**config.mk**
```make
export PLATFORM = sky130hd
export DESIGN_NAME = fir_tap_sequencer
export DESIGN_NICKNAME = d
export VERILOG_FILES = /design/src/rtl/fir_tap_sequencer.sv
export SDC_FILE = /design/constraint.sdc
export NUM_CORES = 1
export LEC_CHECK = 0
export CAP_MARGIN = 0
export CELL_PAD_IN_SITES_DETAIL_PLACEMENT = 0
export CELL_PAD_IN_SITES_GLOBAL_PLACEMENT = 2
export CORE_UTILIZATION = 31
export DETAILED_ROUTE_END_ITERATION = 8
export GPL_TIMING_DRIVEN = 0
export PLACE_DENSITY_LB_ADDON = 0.3
export RECOVER_POWER = 50
export SYNTH_ARGS = -nofsm -noshare
export SYNTH_HDL_FRONTEND = slang
export SYNTH_SLANG_ARGS = --single-unit
```
**constraint.sdc**
```tcl
create_clock -name i_clk -period 2.8 [get_ports i_clk]
set_clock_uncertainty 0.15 [all_clocks]
set_input_delay 0.42 -clock i_clk [delete_from_list [all_inputs] [get_ports i_clk]]
set_output_delay 0.42 -clock i_clk [all_outputs]
set_load 0.01 [all_outputs]
```
**src/rtl/fir_tap_sequencer.sv**
```systemverilog
// -----------------------------------------------------------------------------
// fir_tap_sequencer
//
// Control sequencer for a lane-parallel FIR filter. For every accepted input
// sample it writes the sample buffer, steps all MAC lanes through the TPL
// taps they own, waits for the adder tree to settle, strobes the output
// register load and then offers the result to the serializer until it is
// taken.
//
// Parameters
//   FIR_DEPTH      taps / sample-buffer depth (power of two)
//   NUM_PIPELINES  parallel MAC lanes (divides FIR_DEPTH)
//   MAC_LATENCY    cycles from last acc_en to a valid adder-tree sum (>= 1)
//
// Ports
//   i_clk, i_rst    clock, asynchronous active-high reset
//   i_en            global enable; low freezes all sequencing
//   i_din_valid     new sample offered (taken when o_ready is high)
//   o_ready         sequencer idle and able to accept a sample
//   o_wr_en         sample-buffer write strobe, address o_wr_addr
//   o_samp_addr     lane-0 sample read address (lane k offsets by k*TPL)
//   o_coef_addr     coefficient address shared by all lanes
//   o_acc_clr       accumulators load the product instead of accumulating
//   o_acc_en        accumulators update
//   o_load          capture adder-tree sum into the output register
//   o_dout_valid    output register holds a word for the serializer
//   i_ready         serializer accepts the output word
//   o_primed        FIR_DEPTH samples written since reset
// -----------------------------------------------------------------------------
module fir_tap_sequencer #(
  parameter  int FIR_DEPTH     = 256,
  parameter  int NUM_PIPELINES = 8,
  parameter  int MAC_LATENCY   = 3,
  localparam int TPL           = FIR_DEPTH / NUM_PIPELINES,
  localparam int AW            = $clog2(FIR_DEPTH),
  localparam int CW            = (TPL > 1) ? $clog2(TPL) : 1,
  localparam int DW            = (MAC_LATENCY > 1) ? $clog2(MAC_LATENCY) : 1
) (
  input  logic          i_clk,
  input  logic          i_rst,
  input  logic          i_en,
  input  logic          i_din_valid,
  output logic          o_ready,
  output logic          o_wr_en,
  output logic [AW-1:0] o_wr_addr,
  output logic [AW-1:0] o_samp_addr,
  output logic [CW-1:0] o_coef_addr,
  output logic          o_acc_clr,
  output logic          o_acc_en,
  output logic          o_load,
  output logic          o_dout_valid,
  input  logic          i_ready,
  output logic          o_primed
);

  localparam logic [2:0] S_IDLE  = 3'd0;
  localparam logic [2:0] S_WRITE = 3'd1;
  localparam logic [2:0] S_MAC   = 3'd2;
  localparam logic [2:0] S_DRAIN = 3'd3;
  localparam logic [2:0] S_OUT   = 3'd4;

  localparam logic [CW-1:0] STEP_LAST  = CW'(TPL - 1);
  localparam logic [DW-1:0] DRAIN_LAST = DW'(MAC_LATENCY - 1);
  localparam logic [AW:0]   FILL_MAX   = (AW + 1)'(FIR_DEPTH);

  logic [2:0]    state;
  logic [AW-1:0] wr_ptr;     // newest sample slot; advances on output handshake
  logic [CW-1:0] step;       // tap index within a lane during MAC
  logic [DW-1:0] drain_cnt;  // cycles spent waiting on the MAC/adder pipeline
  logic [AW:0]   fill;       // one bit wider so FIR_DEPTH itself is representable

  assign o_primed = (fill == FILL_MAX);

  // NOTE: sequential state uses non-blocking assignments so every register
  // samples the pre-edge values of the others; blocking here would create
  // order-dependent simulation and mismatch synthesis.
  always_ff @(posedge i_clk or posedge i_rst) begin
    if (i_rst) begin
      state     <= S_IDLE;
      wr_ptr    <= '0;
      step      <= '0;
      drain_cnt <= '0;
      fill      <= '0;
    end else if (i_en) begin
      case (state)
        S_IDLE: begin
          if (i_din_valid) state <= S_WRITE;
        end
        S_WRITE: begin
          if (!o_primed) fill <= fill + (AW + 1)'(1);
          step  <= '0;
          state <= S_MAC;
        end
        S_MAC: begin
          if (step == STEP_LAST) begin
            step      <= '0;
            drain_cnt <= '0;
            state     <= S_DRAIN;
          end else begin
            step <= step + CW'(1);
          end
        end
        S_DRAIN: begin
          if (drain_cnt == DRAIN_LAST) begin
            drain_cnt <= '0;
            state     <= S_OUT;
          end else begin
            drain_cnt <= drain_cnt + DW'(1);
          end
        end
        S_OUT: begin
          // The next sample lands in the following slot; wraps modulo depth.
          if (i_ready) begin
            wr_ptr <= wr_ptr + AW'(1);
            state  <= S_IDLE;
          end
        end
        default: state <= S_IDLE;
      endcase
    end
  end

  // Strobes are gated by i_en so a frozen sequencer never repeats an action;
  // o_dout_valid is a level and stays asserted while frozen in OUT.
  assign o_ready      = i_en && !i_rst && (state == S_IDLE);
  assign o_wr_en      = i_en && (state == S_WRITE);
  assign o_acc_en     = i_en && (state == S_MAC);
  assign o_acc_clr    = i_en && (state == S_MAC) && (step == '0);
  assign o_load       = i_en && (state == S_DRAIN) && (drain_cnt == DRAIN_LAST);
  assign o_dout_valid = (state == S_OUT);

  assign o_wr_addr    = wr_ptr;
  assign o_coef_addr  = step;
  // Walk backwards through history from the newest sample.
  assign o_samp_addr  = wr_ptr - AW'(step);

endmodule
```
==> results.md <==
* Vias in the first global route at 1289
* Io pins at 33
* Worst-path clk slew at 0.09 ns
* Area leader, netlist: dfrtp_1
* Highest cell delay on the worst timing path at 0.40 ns
* Largest cells by area after synthesis: dfrtp_1 41%, ha_1 8.4%, xnor2_1 8.0%
* DR vias/cell at 4.89
* Worst Slack Setup Final at 0.123 ns
* Share of layout cells above drive strength 1 at 9.95%
* WL final at 3640 um
* Ys async rst share at 100%
* TritonCTS clock tree: done
* WL met3 at 81 um
* Core Region at 0.00511 sq mm
* Crit-path cells: inv_2 > ha_1 > inv_1 > fa_1 > a21o_1 > a21oi_2 > xnor2_1 > clkdlybuf4s15_1
* Max clock buf depth at 2
* Yosys top cell area share at 41.2%
* Clk sink count at 27
* Critical Path RT at 2.23 ns
* CTS Root Cell: clkbuf_8
* Antenna Cells at 0
* Synth Instances at 168
* Final Cycle Share at 95.6%
* Drt first pass iters at 4
* Status: finished, final reports clean
* Reg area at 678 sq um
* Mapped Nets at 185
* Worst min path class: flop to flop
* Crit path kind: flop to output port
* Total power at 1.87 mW
* P&R area growth vs syn at 30.8%
* CP max FO at 2
* CTS Hold Bufs at 0
* Highest Signal Layer: met4
* Vias at 1375
* Die Y-Extent at 74.7 um
* First-pass GRT wire length at 6070 um
* Wire length per cell at 13.0 um
* Setup Viol. Count Final at 0
* Max-slew headroom at 30.8%
* Die width at 74.7 um
* Cell family with most CP delay: adder cells
* GRT Overall Usage at 14.4%
* Endpoints failing hold at 0
* Cell area after synthesis at 0.00164 sq mm
* FF+latch count, synth at 27
* Nets@finish at 229
* Synth warnings at 0
* Final Max Tran Viols at 0
* Total CTS buffers at 3
* Detail Route Antenna Nets at 0
* Synth unique cells at 43
* DIE AREA at 0.00558 sq mm
* Static Leakage at 0.960 nW
* PortBufs at 32
* Sequential-to-total area share from yosys stat at 41.2%
* EDFF count, synth at 0
* VDD IR-drop max at 0.000361 V
* Drt drc at 0
* Later-pin clock latency in the skew report at 0.27 ns
* FMAX at 374 MHz
* Num rows at 26
* Top FF cell, synth: dfrtp_1
* Buffers plus inverters on the worst setup path at 3
* Multi-input logic area at 901 sq um
* Largest net degree at the start of global routing at 28
* Fillers at 522
* # placed instances at 270
* Startpoint types: flop
* Max cap viols at 0
* 1st-iter DRT viols at 43
* Avg Inst Size Synth at 9.76 sq um
* Cell Count, Final, Fillers Out at 281
* Min Clock Period, post-route at 2.68 ns
* Critical Path AT at 2.11 ns
* Total congestion overflow at 0
* Met2 wire len at 1670 um
* Antenna violations before repair at 0
* Initial core utilization at 32.1%
* DP Worst Slack at -0.324 ns
* Hold Slack at 0.335 ns
* H-Tree Depth at 1
* Final GP Congestion at 0.738
* CP Capture Type: output port
* WL met1 at 1860 um
* Slowest cell on the critical path: dfrtp_1
* Worst-Margin Slew at 1.04 ns
* PwrDens at 872 mW/mm^2
* Detailed Place HPWL at 2840 um
==> final timing paths <==
check | slack, ns | from | depth (start not counted) | endpoint
worst max register to register | 0.70 | state[0] | 5 | fill[7]
worst min register to register | 0.34 | fill[8] | 1 | fill[8]
worst max-delay path | 0.12 | o_wr_addr[0] | 8 | o_samp_addr[4]
worst min-delay path | 0.34 | fill[8] | 1 | fill[8]
max in group asynchronous | 1.09 | i_rst | 2 | o_coef_addr[0]
min in group asynchronous | 0.72 | i_rst | 2 | fill[2]
==> final cells by class <==
cell class	count	share of cell area (%)
Sequential cell	27	31.6
Buffer	3	0.876
Clock buffer	4	2.10
Multi-Input combinational cell	125	42.0
Tap cell	70	4.09
Timing Repair Buffer	39	17.0
Inverter	13	2.28
==> through the flow <==
step / instance area [sq um] / util, % / TNS, ns
final: 2140 / 42.0 / 0
after global routing: 2140 / 42.0 / -0.00172
after CTS: 2130 / 41.7 / 0
after detailed placement: 2050 / 40.1 / -0.612
after global placement: 2050 / 40.1 / -0.652
after floorplan: 1640 / - / 0
==> cells in the final DEF (no fill, tap or decap), types with 3 or more instances in the layout <==
master / count
inv_1: 11
nand4_1: 3
o21ai_0: 9
nand2_1: 17
xor2_1: 5
nor4_1: 3
clkdlybuf4s50_1: 26
nand3_1: 5
dfrtp_1: 25
clkbuf_1: 4
nor2_1: 8
buf_4: 6
nor3_1: 6
ha_1: 11
xnor2_1: 15
a22o_1: 4
clkbuf_8: 3
and3_1: 5
==> repair_timing <==
action | in CTS | in global routing
cloned | 0 | 0
endpoints found under the setup margin | 7 | 4
gates resized for setup | 14 | 4
setup buffers | 4 | 3
pin swaps | 1 | 0
==> Yosys cell counts, types with 4 or more instances <==
cell type  instances
nand2_1           16
nor2_1             8
and3_1             5
xnor2_1           15
dfrtp_1           27
o21ai_0            9
a22o_1             4
xor2_1             5
nand3_1            5
inv_1             13
nor3_1             6
ha_1              11
==> cell families (layout without fill, tap and decap cells) <==
family | after synthesis | count (layout) | synth area share, %
and+or+nand+nor | 61 | 61 | 20.2
AOI/OAI and AO/OA | 29 | 29 | 12.1
DFF | 27 | 27 | 41.2
xor gates and xnor gates | 20 | 20 | 10.7
buffers and inverters | 16 | 59 | 4.20
adders and majority gates | 12 | 12 | 9.62
muxes | 3 | 3 | 1.98
==> metal layers <==
layer  global-route usage, %  vias up
met4                    5.03        0
met1                    20.3      670
met5                       0        -
li1                        -      676
met3                    1.61        2
met2                    22.8       27
==> sequential cells by signal, indices dropped and copies added (netlist names) <==
name,flops
fill,9
state,3
drain_cnt,2
o_coef_addr,5
o_wr_addr,8
==> power by group <==
group | internal [mW] | switching [mW]
combinational | 0.553 | 0.521
sequential | 0.487 | 0.0865
clock | 0.102 | 0.120
No activity file was read; power rests on OpenSTA's default activity.
